<file path="src/rtl/z80_io_slot_controller_pkg.sv">
// Shared types and helpers for the Z80 I/O slot decoder and wait-state generator.
package z80_io_slot_controller_pkg;

  typedef enum logic [1:0] {
    StIdle = 2'd0,
    StWait = 2'd1,
    StDone = 2'd2
  } wait_state_e;

  function automatic int unsigned slot_bits(input int unsigned slots);
    return $clog2(slots);
  endfunction

endpackage

</file>
<file path="src/rtl/z80_wait_counter.sv">
// Load/decrement counter for one wait burst; flags zero and last-wait (count == 1).
module z80_wait_counter #(
  parameter int unsigned WAIT_BITS = 3
) (
  input  logic                 i_clk,
  input  logic                 i_reset,
  input  logic                 i_load,
  input  logic [WAIT_BITS-1:0] i_load_val,
  input  logic                 i_dec,
  output logic                 o_zero,
  output logic                 o_last
);

  logic [WAIT_BITS-1:0] cnt_q, cnt_d;

  always_comb begin
    cnt_d = cnt_q;
    if (i_load) begin
      cnt_d = i_load_val;
    end else if (i_dec && (cnt_q != '0)) begin
      cnt_d = cnt_q - 1'b1;
    end
  end

  always_ff @(posedge i_clk) begin
    if (i_reset) begin
      cnt_q <= '0;
    end else begin
      cnt_q <= cnt_d;
    end
  end

  assign o_zero = (cnt_q == '0);
  assign o_last = (cnt_q == WAIT_BITS'(1));

endmodule

</file>
<file path="src/rtl/z80_io_slot_controller.sv">
// I/O slot decoder with per-slot programmable wait states for the Z80 bus.
// Define Z80_IOSLOT_READBACK_EN to make the wait-count registers readable.
module z80_io_slot_controller
  import z80_io_slot_controller_pkg::*;
#(
  parameter int unsigned SLOTS        = 8,
  parameter int unsigned WAIT_BITS    = 3,
  parameter int unsigned CFG_SLOT     = SLOTS - 2,
  parameter int unsigned DEFAULT_WAIT = 2
) (
  input  logic             i_clk,
  input  logic             i_reset,
  input  logic             i_m1_n,
  input  logic             i_iorq_n,
  input  logic             i_rd_n,
  input  logic             i_wr_n,
  input  logic [7:0]       i_addr,
  input  logic [7:0]       i_data,
  output logic [7:0]       o_data,
  output logic             o_data_en,
  output logic [SLOTS-1:0] o_cs_n,
  output logic             o_wait_n
);

  localparam int unsigned SlotBits = slot_bits(SLOTS);

  logic                 iorq;
  logic [SlotBits-1:0]  slot;
  logic [SlotBits-1:0]  reg_idx;
  logic                 cfg_sel;

  assign iorq    = ~i_iorq_n & i_m1_n;
  assign slot    = i_addr[7 -: SlotBits];
  assign reg_idx = i_addr[SlotBits-1:0];
  assign cfg_sel = (slot == SlotBits'(CFG_SLOT));

  always_comb begin
    o_cs_n = '1;
    if (iorq) begin
      o_cs_n[slot] = 1'b0;
    end
  end

  // Register file; wr_seen_q limits each bus cycle to a single write.
  logic [WAIT_BITS-1:0] wait_cnt_q [SLOTS];
  logic                 wr_seen_q;
  logic                 wr_act;
  logic                 wr_en;

  assign wr_act = iorq & cfg_sel & ~i_wr_n;
  assign wr_en  = wr_act & ~wr_seen_q & (reg_idx != SlotBits'(CFG_SLOT));

  always_ff @(posedge i_clk) begin
    if (i_reset) begin
      wr_seen_q <= 1'b0;
      for (int unsigned k = 0; k < SLOTS; k++) begin
        wait_cnt_q[k] <= (k == CFG_SLOT) ? '0 : WAIT_BITS'(DEFAULT_WAIT);
      end
    end else begin
      wr_seen_q <= wr_act;
      if (wr_en) begin
        wait_cnt_q[reg_idx] <= i_data[WAIT_BITS-1:0];
      end
    end
  end

  // Wait-state FSM; the single counter is loaded from the slot latched in StIdle.
  wait_state_e          state_q;
  logic                 wait_n_q;
  logic [WAIT_BITS-1:0] sel_cnt;
  logic                 cnt_load;
  logic                 cnt_dec;
  logic                 cnt_zero;
  logic                 cnt_last;

  assign sel_cnt  = wait_cnt_q[slot];
  assign cnt_load = (state_q == StIdle) & iorq & (sel_cnt != '0);
  assign cnt_dec  = (state_q == StWait) & iorq;

  z80_wait_counter #(
    .WAIT_BITS (WAIT_BITS)
  ) u_wait_counter (
    .i_clk      (i_clk),
    .i_reset    (i_reset),
    .i_load     (cnt_load),
    .i_load_val (sel_cnt),
    .i_dec      (cnt_dec),
    .o_zero     (cnt_zero),
    .o_last     (cnt_last)
  );

  always_ff @(posedge i_clk) begin
    if (i_reset) begin
      state_q  <= StIdle;
      wait_n_q <= 1'b1;
    end else begin
      case (state_q)
        StIdle: begin
          if (iorq) begin
            if (sel_cnt == '0) begin
              state_q <= StDone;
            end else begin
              wait_n_q <= 1'b0;
              state_q  <= StWait;
            end
          end
        end
        StWait: begin
          if (!iorq) begin
            wait_n_q <= 1'b1;
            state_q  <= StIdle;
          end else if (cnt_last || cnt_zero) begin
            wait_n_q <= 1'b1;
            state_q  <= StDone;
          end
        end
        StDone: begin
          if (!iorq) begin
            state_q <= StIdle;
          end
        end
        default: begin
          wait_n_q <= 1'b1;
          state_q  <= StIdle;
        end
      endcase
    end
  end

  assign o_wait_n = wait_n_q;

`ifdef Z80_IOSLOT_READBACK_EN
  always_comb begin
    o_data_en = iorq & cfg_sel & ~i_rd_n;
    o_data    = '0;
    if (o_data_en && (reg_idx != SlotBits'(CFG_SLOT))) begin
      o_data = 8'(wait_cnt_q[reg_idx]);
    end
  end
`else
  assign o_data    = '0;
  assign o_data_en = 1'b0;
`endif

  logic unused_inputs;
  assign unused_inputs = ^{i_rd_n, i_data, i_addr};

endmodule

</file>
<file path="config.mk">
export PLATFORM = sky130hd
export DESIGN_NAME = z80_io_slot_controller
export DESIGN_NICKNAME = d
export VERILOG_FILES = /design/src/rtl/z80_io_slot_controller_pkg.sv /design/src/rtl/z80_wait_counter.sv /design/src/rtl/z80_io_slot_controller.sv
export SDC_FILE = /design/constraint.sdc
export NUM_CORES = 1
export LEC_CHECK = 0
export ABC_AREA = 1
export ABC_CLOCK_PERIOD_IN_PS = 1830
export CAP_MARGIN = 20
export CELL_PAD_IN_SITES_DETAIL_PLACEMENT = 1
export CELL_PAD_IN_SITES_GLOBAL_PLACEMENT = 1
export CORE_MARGIN = 3
export CORE_UTILIZATION = 37
export DETAILED_ROUTE_END_ITERATION = 10
export PLACE_DENSITY = 0.9
export SLEW_MARGIN = 25
export SYNTH_ARGS = -nofsm -noshare
export SYNTH_HDL_FRONTEND = slang
export SYNTH_SLANG_ARGS = --single-unit
</file>
<file path="constraint.sdc">
create_clock -name i_clk -period 1.83 [get_ports i_clk]
set_clock_uncertainty 0.1 [all_clocks]
set_input_delay 0.2745 -clock i_clk [delete_from_list [all_inputs] [get_ports i_clk]]
set_output_delay 0.2745 -clock i_clk [all_outputs]
set_load 0.02 [all_outputs]
</file>
After elaboration in Yosys (flattened, before gate mapping)

Memory sizes are Yosys's and may differ from the RTL's.
Index checks and enable logic that the tools add are counted.
W data, S select, Z words.

Latch bits: 0
Output and inout bits: 18
Bits in writable memories: 24
Bits in read-only memories: 0
Memories kept: 1
Word-level logic and storage cells: 66
Register bits: 7

Memory list:

| memory     | words | bits a word | read ports | clocked after Yosys merged registers in | write ports | RTL line                     | RTL |
|---|---|---|---|---|---|---|---|
| wait_cnt_q | 8     | 3           | 1          | 0                                       | 8           | z80_io_slot_controller.sv:45 | `logic [WAIT_BITS-1:0] wait_cnt_q [SLOTS];` |

Shifts and indexed selects: 0
Multiply operators: 0
$lt $le $gt $ge: 2
Mux-type cells: 24
Bitwise logic cells: 13
Divide/modulo/power cells: 0
$add $sub $neg: 1
Equal/unequal tests: 9
Reductions and logical operators: 12

Operators with widths:

| cell                  | count |
|---|---|
| $mux W3               | 4 |
| $mux W1               | 11 |
| $mux W2               | 5 |
| $and A1 B1 Y1         | 8 |
| $mux W8               | 1 |
| $not A8 Y8            | 1 |
| $logic_not A3 Y1      | 2 |
| $ne A2 B2 Y1 const B  | 3 |
| $pmux W2 S3           | 1 |
| $reduce_bool A3 Y1    | 2 |
| $lt A3 B4 Y1 const B  | 1 |
| $not A1 Y1            | 4 |
| $reduce_and A4 Y1     | 1 |
| $demux W1 S3          | 1 |
| $eq A3 B1 Y1 const B  | 1 |
| $eq A3 B3 Y1 const B  | 1 |
| $ge A3 B1 Y1 const B  | 1 |
| $ne A3 B2 Y1 const B  | 1 |
| $ne A3 B3 Y1 const B  | 1 |
| $pmux W1 S3           | 1 |
| $reduce_and A3 Y1     | 1 |
| $reduce_or A3 Y1      | 1 |
| $sub A3 B1 Y3 const B | 1 |
| $eq A2 B1 Y1 const B  | 1 |
| other kinds (5)       | 6 |

Longest topological paths before layout

Gate-level depths: netlist of the first run.

Depth after elaboration: 11
Gate-level depth with buffers: 12

By module

Synthesis of the first run repeated with hierarchy kept, for this count alone.

Cell total of the unflattened synthesis: 250
Area, all modules: 1,896.8 sq um

Modules (own cells, without submodules):

| module                 | cells an instance | area an instance (sq um) | instances |
|---|---|---|---|
| z80_io_slot_controller | 215               | 1,670.4                  | 1 |
| z80_wait_counter       | 35                | 226.5                    | 1 |

Least setup slack after synthesis of the first run

Ideal clock, no wire load.

Kind: input-to-reg
Start point: input i_m1_n
End point: memory wait_cnt_q[1][0], enable pin
Data arrival time: 1,318 ps
Setup slack: 110 ps
Setup time: 303 ps
Path buffers: 0
Stages: 10
Cell sequence: inv_1 nor2_4 inv_2 nor2_4 nand2_2 nor3_4 nand2_2 nor2_4 nand2_1 nand2_1

RTL lines:

| element            | RTL line                     | RTL |
|---|---|---|
| start: declaration | z80_io_slot_controller.sv:13 | `input logic i_m1_n,` |
| end: declaration   | z80_io_slot_controller.sv:45 |  |

==> summary.txt, run 1 <==
Route
  – Initial DRC count: 33
  – DR vias: 1,613
  – WL/cell: 13.2 um
  – Vias per cell: 4.53
  – WL final: 4690 um
  – Routed Antenna Nets: 0
  – Drt drc: 0
  – Drt first pass iters: 4

STA
  – PnR worst setup slack: 0.0988 ns
  – Final hold slack: 0.350 ns
  – Setup TNS: 0 ns
  – Max Slew Vio Count: 0
  – Unrepaired setup endpoints after global routing: yes
  – Fin crit share: 94.6%
  – Final Hold Viols: 0
  – Final worst path period need: 1.73 ns
  – Achievable Freq: 0.578 GHz
  – Setup violations, final: 0

Clock tree
  – Clock buffer depth: 2
  – H-tree Lvls: 2
  – Worst-path clk slew: 0.06 ns
  – CTS tree: yes
  – Root buffer cell: clkbuf_8
  – Cts-stage hold buffer count: 0
  – Skew-Pair Late Insertion Delay: 0.28 ns
  – Total CTS buffers: 5
  – Num Clock Sinks: 31

Pwr
  – Combinational power share: 17.8%
  – Leakage power: 1.11 nW
  – Int Pwr: 1.18 mW
  – Net switching power figure: 0.450 mW
  – Clock power share: 31.9%
  – IR drop worst, VDD: 0.231 mV
  – Seq pwr share: 50.3%
  – Design Power: 1.62 mW
  – Net Sw Frac: 27.7%
  – Pwr per Cell Area: 683 mW/mm^2

Yosys
  – Main area contributors after synthesis: edfxtp_1 (39%), nand2_1 (11%), inv_1 (8.8%), dfxtp_1 (7.6%), nand3_1 (5.7%)
  – Yosys top cell by area: edfxtp_1
  – Share of the synthesized area in the top cell type: 39.2%
  – Sequential fraction of the synthesis area: 46.8%
  – Ys Warns: 0
  – Post-synth cell types: 28
  – Post-Syn Area: 0.00184 mm^2
  – Cells after synthesis: 234
  – Mapped Avg Cell Area: 7.85 um^2
  – #FFs+latches synth: 31

Final layout
  – Share of post-route cells with drive strength above 1: 22.8%
  – Fill cells: 605
  – Syn-to-layout area delta: 29.5%
  – Post-route cell area: 0.00238 mm^2
  – Total Nets Final: 313
  – Ant. Diodes: 0
  – Final core utilization: 50.1%
  – Final Non-Filler Cells: 356

Setup path
  – WP data required: 1.72 ns
  – Arrival @ worst endpoint: 1.62 ns
  – CP Max Fanout: 6
  – Startpoint types: input pin
  – Worst setup EP type: flop
  – CP Class: in2reg

Floorplanning
  – Die extent in y: 76.5 um
  – Starting Density: 38.7%
  – Cell row count: 25
  – Core footprint: 0.00475 mm^2
  – Die area: 0.00585 mm^2
  – Die extent in x: 76.5 um
  – # IOs: 40

Place
  – Dpl ws: -0.432 ns
  – GPL Wtd Cong: 0.759
  – DP Area: 0.00227 mm^2
  – Post-DP HPWL: 3740 um
  – Port Buffers: 22
  – Placed insts: 345

Min path
  – HP Class: reg2reg

Global route
  – GRT overflow: 0
  – Initial antenna violation count: 0
  – Pin count of the biggest net entering global routing: 13
  – Gr usage total: 17.2%
  – Vias in the first global route: 1,773
  – Global-route wire length before repair: 7840 um

Run status
  – Status: finished clean

Job
  – Maxcap violations: 0
-- cells by family (layout without fill, tap and decap cells) --
kind of cell	Yosys count	count (layout)	share of synthesized area, %
AND/OR/NAND/NOR	122	122	30.8
adder cells (fa/ha/maj)	3	3	2.04
buffers and inverters	62	106	15.1
other	1	12	0.204
AO/OA/AOI/OAI	13	13	4.08
XOR/XNOR	2	2	0.953
flip-flops	31	31	46.8
-- path summary, 6_finish.rpt --
check                          start                       to  slack [ns]  cells after the start
max                           i_m1_n         wait_cnt_q[5][1]         0.1                     11
max reg2reg  u_wait_counter.cnt_q[0]  u_wait_counter.cnt_q[1]        0.24                      8
min reg2reg                 o_wait_n                 o_wait_n        0.35                      2
min                         o_wait_n                 o_wait_n        0.35                      2
-- final cells by class --
class	count	area, um^2	share of cell area (%)
multi-input combinational	152	771	32.4
tap	67	83.8	3.52
clock buffer	6	72.6	3.05
inverter	49	184	7.73
sequential	31	861	36.2
timing repair buffer	49	395	16.6
clock inverter	2	12.5	0.526
-- layout by cell type (no fill, tap or decap), drive strengths merged --
cell type,n
edfxtp,24
ha,3
buf,30
xnor2,1
a31oi,2
nor3,1
clkinv,2
dfxtp,7
a21oi,7
nand2,58
dlygate4sd2,10
nand3b,1
conb,12
xor2,1
o21ai,4
nand3,23
clkinvlp,1
clkdlybuf4s50,9
nand4,4
or2,2
inv,48
clkbuf,6
nor2,33
-- Yosys cell counts --
library cell  instances
o21ai_0               3
nand2_1              55
dfxtp_1               7
nand3b_1              1
inv_2                 5
nor2_4                3
clkbuf_1              2
buf_6                 1
xor2_1                1
nor2_2                3
inv_1                43
nor3_4                1
nand2_2               3
nand3_1              21
conb_1                1
o21ai_1               1
ha_1                  3
nand3_2               2
nand4_1               4
a21oi_2               2
a21oi_1               5
edfxtp_1             24
nor2_1               27
clkinv_1              1
or2_2                 2
xnor2_1               1
buf_4                10
a31oi_1               2
-- flip-flops by register name (all words and copies together) (netlist names) --
name                  count
wait_cnt_q               24
state_q                   2
wr_seen_q                 1
u_wait_counter.cnt_q      3
o_wait_n                  1
-- repair_timing --
| action | CTS | global route |
|---|---|---|
| pin swaps | 4 | 2 |
| buffers inserted | 3 | 0 |
| endpoints found under the setup margin | 38 | 30 |
| gates resized for setup | 30 | 2 |
-- power groups by stage --
stage	clock network, mW	logic (mW)	registers (mW)
2_1_floorplan	0	0.185	0.830
3_3_place_gp	0	0.278	0.829
3_5_place_dp	0	0.290	0.833
4_1_cts	0.532	0.290	0.818
5_1_grt	0.560	0.325	0.822
6_report	0.519	0.288	0.818
-- critical path, stage by stage --
cell           delay, ns
dlygate4sd2_1       0.21
inv_2               0.05
nor2_4              0.11
inv_2               0.07
nor2_4              0.12
nand2_2             0.07
nor3_4              0.16
nand2_2             0.12
nor2_4              0.21
nand2_1             0.12
nand2_2             0.11
-- routing by layer --
metal	up-vias	GRT usage, %	routed length (um)
met5	-	0	0
met4	0	7.43	89
met3	10	4.73	214
met2	37	32.3	2540
met1	754	17.8	1850
li1	812	-	-
Power figures use the tool's default switching activity.
==> inputs of run 2 (changes only) <==
Settings changed: ABC_CLOCK_PERIOD_IN_PS 1830 to 1800.
Clock period 1.83 ns to 1.8 ns, I/O delays scaled along.
==> summary.txt, run 2 (synthesized netlist as in run 1, its figures left out) <==
Clock tree
  – CTS tree: yes
  – Total CTS buffers: 5 (unchanged)
  – H-tree Lvls: 2 (unchanged)
  – Worst-path clk slew: 0.07 ns (about the same)
  – Cts-stage hold buffer count: 0 (unchanged)
  – Skew-Pair Late Insertion Delay: 0.28 ns (about the same)
  – Clock buffer depth: 2 (unchanged)
  – Root buffer cell: clkbuf_8
  – Num Clock Sinks: 31 (unchanged)

Final layout
  – Ant. Diodes: 0 (unchanged)
  – Syn-to-layout area delta: 30.3%
  – Fill cells: 606 (+0.17%)
  – Share of post-route cells with drive strength above 1: 22.7% (-0.16 points)
  – Largest register FFs: 24 (unchanged)
  – Largest reg by FF count: wait_cnt_q
  – Commonest non-fill, non-tap cells in the layout: nand2_1 (48), inv_1 (42), buf_4 (29)
  – Commonest non-fill, non-tap cell in the layout: nand2_1
  – Biggest regs: wait_cnt_q x24, u_wait_counter.cnt_q x3, state_q x2
  – Total Nets Final: 315 (+0.64%)

Pwr
  – IR drop worst, VDD: 0.297 mV (+29%)
  – Leakage power: 1.12 nW (+0.83%)
  – Design Power: 1.65 mW (+1.8%)
  – Pwr per Cell Area: 691 mW/mm^2 (+1.1%)

STA
  – Max Slew Vio Count: 0 (unchanged)
  – Achievable Freq: 0.601 GHz
  – Final worst path period need: 1.66 ns
  – Final hold slack: 0.371 ns (+0.0207 ns)
  – Unrepaired setup endpoints after global routing: no
  – PnR worst setup slack: 0.135 ns (+0.0366 ns)
  – Fin crit share: 92.5%
  – Setup TNS: 0 ns (unchanged)
  – Final Hold Viols: 0 (unchanged)
  – Setup violations, final: 0 (unchanged)

Place
  – GPL Wtd Cong: 0.762 (+0.44%)
  – Port Buffers: 22 (unchanged)
  – Post-DP HPWL: 3770 um (+0.73%)
  – Dpl ws: -0.422 ns (+0.00937 ns)

Min path
  – HP Class: reg2reg

Run status
  – Status: finished clean

Floorplanning
  – Cell row count: 25 (unchanged)
  – Starting Density: 38.7% (unchanged)
  – Core footprint: 0.00475 mm^2 (unchanged)
  – Die extent in y: 76.5 um (unchanged)
  – Die extent in x: 76.5 um (unchanged)
  – # IOs: 40 (unchanged)
  – Die area: 0.00585 mm^2 (unchanged)

Setup path
  – Reg2Reg Setup Slack: 0.19 ns (-0.05 ns)
  – Arrival @ worst endpoint: 1.56 ns (-0.06 ns)
  – Worst setup EP type: flop
  – Startpoint types: input pin
  – WP data required: 1.69 ns (-0.03 ns)
  – CP Max Fanout: 7 (+1)
  – CP Class: in2reg

Route
  – DR vias: 1,651 (+2.4%)
  – WL/cell: 13.2 um (+0.14%)
  – Vias per cell: 4.61 (+1.8%)
  – Initial DRC count: 65 (+97%)
  – WL final: 4720 um (+0.70%)
  – Drt drc: 0 (unchanged)
  – Drt first pass iters: 4 (unchanged)
  – Routed Antenna Nets: 0 (unchanged)

Global route
  – GRT overflow: 0 (unchanged)
  – Vias in the first global route: 1,746 (-1.5%)
  – Initial antenna violation count: 0 (unchanged)
  – Pin count of the biggest net entering global routing: 13 (unchanged)
  – Global-route wire length before repair: 7960 um (+1.5%)
  – Gr usage total: 17.0% (-0.20 points)

Job
  – Maxcap violations: 0 (unchanged)
## run 2: report_power, final
group	leakage [nW]	switching [mW]	internal, mW	total, mW
sequential	0.290	0.0196	0.812	0.831
combinational	0.790	0.184	0.116	0.300
clock	0.0422	0.252	0.271	0.523
total	1.12	0.455	1.20	1.65
## run 2: metrics by stage
step,utilization [%],cell area [um^2],instances
4_1_cts,50.3,2390,358
6_report,50.4,2390,358
3_3_place_gp,47.9,2280,346
2_1_floorplan,-,1880,245
5_1_grt,50.4,2390,358
3_5_place_dp,47.9,2280,346
## run 2: worst paths after layout
kind,start,endpoint,cells past startpoint
setup reg to reg,u_wait_counter.cnt_q[0],u_wait_counter.cnt_q[1],8
setup / recovery,i_m1_n,wait_cnt_q[7][1],11
hold reg to reg,o_wait_n,o_wait_n,2
hold / removal,o_wait_n,o_wait_n,2
## run 2: layout make-up
class | instances | area (um^2) | share of cell area [%]
sequential | 31 | 861 | 35.9
clock buffer | 7 | 76.3 | 3.19
clock inverter | 1 | 5.00 | 0.209
inverter | 49 | 184 | 7.68
tap | 67 | 83.8 | 3.50
multi-input combinational | 152 | 763 | 31.9
timing repair buffer | 51 | 422 | 17.6
## run 2: worst max-delay path, cell delays in order
cell and delay [ns]:
dlygate4sd2_1 0.21, inv_2 0.05, nor2_4 0.11, inv_2 0.06
nor2_4 0.09, nand2_2 0.08, nor3_4 0.16, nand2_2 0.11
nor2_4 0.21, nand3_2 0.12, nand2_2 0.10
## run 2: repair_timing
item                       in CTS  in global routing
pin swaps                       5                  4
gates resized for setup        22                  1
buffers inserted                4                  0
setup endpoints to repair      41                 32
## run 2: routing by layer
layer  up-vias  GRT usage, %  routed length (um)
met2        39          33.5                2550
met5         -             0                   0
met1       790          18.3                1940
li1        817             -                   -
met4         0          4.53                  60
met3         5          3.31                 170
==> edit 1: new RTL, config.mk and constraints of run 1 <==
Build with the macro `Z80_IOSLOT_READBACK_EN` defined.
--- a/src/rtl/z80_io_slot_controller.sv
+++ b/src/rtl/z80_io_slot_controller.sv
@@ -1,5 +1,7 @@
 // I/O slot decoder with per-slot programmable wait states for the Z80 bus.
 // Define Z80_IOSLOT_READBACK_EN to make the wait-count registers readable.
+`define Z80_IOSLOT_READBACK_EN
+
 module z80_io_slot_controller
   import z80_io_slot_controller_pkg::*;
 #(
Behaviour: not the same (Yosys sat finds a counterexample within 4 cycles, from zero or initial values and one cycle with i_reset high).
==> edit 1 against run 1 <==
- worst setup slack lost 0.055 ns
- design area grew 25%
- total power grew 17%
- via count grew 32%
- synthesized area grew 6.1%
- sequential cell count is the same
- first-iteration DRC count grew to 4.8 times the old value
- routed wire length grew 70%
- sequential share of layout area shrank 7.2 points
==> edit 1: results (changes against run 1) <==
metric	value	unit	change
layout cells sized above 1	38.2	%	was 22.8%
H-tree levels	2		unchanged
critical path's slowest cell	nor3_4		was dlygate4sd2_1
CTS max path bufs	2		unchanged
CTS Root Buffer Type	clkbuf_8		unchanged
I/O Buffers	27		was 22
worst r2r src	wait_cnt_q[1][1]		was u_wait_counter.cnt_q[0]
sequential area share after synthesis	44.2	%	was 46.8%
Tightest Pin Transition	0.504	ns	
Worst Hold Depth	4		was 2
fin crit period	1.79	ns	was 1.73 ns
biggest regs	wait_cnt_q x24, u_wait_counter.cnt_q x3, state_q x2		unchanged
vias post-DR	2134		was 1,613
hold endpoint	wr_seen_q		was o_wait_n
largest net degree at the start of global routing	14		was 13
Async SR Flop Fraction	0	%	unchanged
Total GRT Usage	25.7	%	was 17.2%
DRT Pass-1 Iters	4		unchanged
syn avg cell area	7.30	sq um	was 7.85 sq um
Critical path destination	o_data[1]		was wait_cnt_q[5][1]
Hold Path Class	input pin to flip-flop		was flip-flop to flip-flop
CP peak stage delay	0.27	ns	was 0.21 ns
RR Endpoint	u_wait_counter.cnt_q[1]		unchanged
Peak VDD IR	0.000381	V	was 0.000231 V
commonest cells in the netlist	nand2_1, inv_1, nor2_1		unchanged
vias in the first global route	2317		was 1,773
FF-to-FF path depth	10		was 8
CP Launch Point	i_addr[2]		was i_m1_n
status	completed		unchanged
top post-synthesis cells by area	edfxtp_1, nand2_1, inv_1		unchanged
worst path arrival time	1.41	ns	was 1.62 ns
Leak	0.00135	uW	was 0.00111 uW
Unique masters post-synth	33		was 28
Placement Setup Slack	-0.860	ns	was -0.432 ns
routed len/inst	19.2	um	was 13.2 um
HPWL after detailed placement	4720	um	was 3740 um
R2R Setup Slk	0.06	ns	was 0.24 ns
Top FF cell, synth	edfxtp_1		unchanged
crit-path max FO	3		was 6
Nets	372		was 313
warnings from Yosys	0		unchanged
delay-heaviest family, CP	buffers and inverters		was simple AND/OR/NAND/NOR gates
drt initial violations	158		was 33
first-pass GRT wire length	11900	um	was 7840 um
final hold slack	0.329	ns	was 0.350 ns
initial antenna violation count	0		unchanged
hold_sp	i_reset		was o_wait_n
dpl cells	400		was 345
routability cong.	0.894		was 0.759
clock slew at reported path FFs	0.07	ns	
final std cells w/o fill	415		was 356
==> edit 1: cell types whose count changed after synthesis, sizes merged, moves of 2 or more <==
cell	change
inv	+13
nor2	+8
nand4	-3
nand2	+9
o221ai	+3
a21oi	+2
buf	-4
o22ai	+4
==> edit 1: area by class of cell <==
| cell class | count | area, sq um |
|---|---|---|
| Multi-Input combinational cell | 173 | 1080 |
| Clock inverter | 3 | 38.8 |
| Sequential cell | 31 | 861 |
| Timing Repair Buffer | 75 | 599 |
| Fill cell | 622 | 1940 |
| Inverter | 61 | 236 |
| Tap cell | 67 | 83.8 |
| Clock buffer | 5 | 68.8 |
==> edit 1: kinds of logic after synthesis <==
logic type / synth area share [%]
AND/OR/NAND/NOR: 30.2
buffers and inverters: 15.2
flip-flops: 44.2
AO/OA/AOI/OAI: 7.45
adder cells (fa/ha/maj): 1.93
XOR/XNOR: 0.899
other: 0.192
==> edit 1: metrics by stage <==
step | TNS [ns] | area (sq um)
after floorplan | 0 | 2010
after global placement | -18.99 | 2610
after detailed placement | -22.99 | 2610
after CTS | -0.000231 | 2850
after global routing | -0.358 | 2970
final | 0 | 2970
==> edit 1: power by group <==
group / switching [uW] / internal, uW / leakage [uW]
combinational: 248 / 150 / 0.00100
sequential: 31.3 / 799 / 0.000290
clock: 281 / 399 / 0.0000556
total: 561 / 1350 / 0.00135
==> edit 1: routing by layer <==
metal  GRT usage [%]  vias to the layer above  part of all wire [%]
met5               0                        -                     0
met3            5.05                       27                   5.5
li1                -                      975                     -
met4            8.39                        0                   3.9
met1            27.0                     1047                    36
met2            50.2                       85                    55
==> edit 1: timing repair <==
item	CTS	global route
hold buffers	0	0
pin swaps	7	11
endpoints found under the setup margin	50	44
buffers inserted	5	2
gates resized for setup	78	45
==> edit 2: new RTL, flow settings as in run 1 <==
Without the edit above. Make the reset (`i_reset`) asynchronous in 3 clocked blocks.
--- a/src/rtl/z80_wait_counter.sv
+++ b/src/rtl/z80_wait_counter.sv
@@ -22,7 +22,7 @@
     end
   end
 
-  always_ff @(posedge i_clk) begin
+  always_ff @(posedge i_clk or posedge i_reset) begin
     if (i_reset) begin
       cnt_q <= '0;
     end else begin
--- a/src/rtl/z80_io_slot_controller.sv
+++ b/src/rtl/z80_io_slot_controller.sv
@@ -50,7 +50,7 @@
   assign wr_act = iorq & cfg_sel & ~i_wr_n;
   assign wr_en  = wr_act & ~wr_seen_q & (reg_idx != SlotBits'(CFG_SLOT));
 
-  always_ff @(posedge i_clk) begin
+  always_ff @(posedge i_clk or posedge i_reset) begin
     if (i_reset) begin
       wr_seen_q <= 1'b0;
       for (int unsigned k = 0; k < SLOTS; k++) begin
@@ -89,7 +89,7 @@
     .o_last     (cnt_last)
   );
 
-  always_ff @(posedge i_clk) begin
+  always_ff @(posedge i_clk or posedge i_reset) begin
     if (i_reset) begin
       state_q  <= StIdle;
       wait_n_q <= 1'b1;
Check against the original RTL: differs if i_reset is asserted again (counterexample within 4 cycles, from zero or initial values and one cycle with i_reset high); with i_reset held inactive, the same outputs for 10 cycles.
==> edit 2 against run 1 <==
- register-to-register slack better by 0.15 ns
- critical endpoint is now o_cs_n[7]
- design area down 5.7%
- global-route usage down 0.45 points
- clock power up 2%
- total power up 13%
- combinational power up 67%
- non-clock buffer count down 12
- sequential cell count unchanged
- synthesized area down 1.1%
- worst setup slack worse by 0.026 ns
- count of clock-buffer cells in the layout unchanged
- routed wire length down 5.7%
- sequential share of layout area down 1.1 points
==> edit 2: results (changes against run 1) <==
metric	value	unit	change
status	completed		unchanged
non-clock inverter count	42		was 49
final hold slack	0.275	ns	was 0.350 ns
syn avg cell area	7.51	sq um	was 7.85 sq um
bufs w/o clock	37		was 49
vias in the first global route	1655		was 1,773
vias per inst	4.59		was 4.53
final std cells w/o fill	346		was 356
R2R Setup Slk	0.39	ns	was 0.24 ns
first-pass GRT wire length	7780	um	was 7840 um
FF+latch count	31		unchanged
Post-Route WL	4420	um	was 4690 um
metal1 wirelength	1920	um	was 1850 um
worst path arrival time	1.38	ns	was 1.62 ns
Total GRT Usage	16.8	%	was 17.2%
Top FF cell, synth	dfrtp_1		was edfxtp_1
HPWL after detailed placement	3510	um	was 3740 um
drt initial violations	60		was 33
Nets	305		was 313
worst r2r src	u_wait_counter.cnt_q[0]		unchanged
critical path's slowest cell	clkdlybuf4s50_1		was dlygate4sd2_1
RR Endpoint	state_q[1]		was u_wait_counter.cnt_q[1]
Peak VDD IR	0.000326	V	was 0.000231 V
met2 wire len	2270	um	was 2540 um
met1 Usage GRT	20.4	%	was 17.8%
placed inst area	2150	sq um	was 2270 sq um
layout cells sized above 1	17.1	%	was 22.8%
FF+latch area	786	sq um	was 861 sq um
Post-Synth Adder-Cell Area	2.06	%	was 2.04%
Hold Path Class	input pin to async pin		was flip-flop to flip-flop
Async SR Flop Fraction	100	%	was 0%
Post-Synth XOR/XNOR Area	0.964	%	was 0.953%
routability cong.	0.808		was 0.759
Multi-In Gates	163		was 152
FF-to-FF path depth	7		was 8
Synth Area in Compound Gates	7.85	%	was 4.08%
CP peak stage delay	0.47	ns	was 0.21 ns
fraction of area in clock buffers and inverters	3.79	%	was 3.58%
Critical path destination	o_cs_n[7]		was wait_cnt_q[5][1]
largest net degree at the start of global routing	32		was 13
dpl cells	338		was 345
==> edit 2: changes by cell type after synthesis, sizes merged, moves of 8 or more <==
cell and change:
dfstp +8, nor2 -15, nand2 +18, o21ai +22, dfrtp +23, edfxtp -24
==> edit 2: timing repair <==
item | CTS | global route
setup buffers | 0 | 0
hold buffers | 0 | 0
gates resized for setup | 16 | 3
setup endpoints to repair | 8 | 15
==> edit 2: report_power, final <==
part / internal [uW] / switching [uW] / leakage (uW)
Combinational: 191 / 290 / 0.000678
Clock: 265 / 263 / 0.0000412
Sequential: 774 / 51.5 / 0.000396
Total: 1230 / 605 / 0.00112
==> edit 2: worst max-delay path: cells and delay by family <==
| kind | cells | cell delay (ns) |
|---|---|---|
| simple gates | 3 | 0.32 |
| buf+inv | 2 | 0.79 |
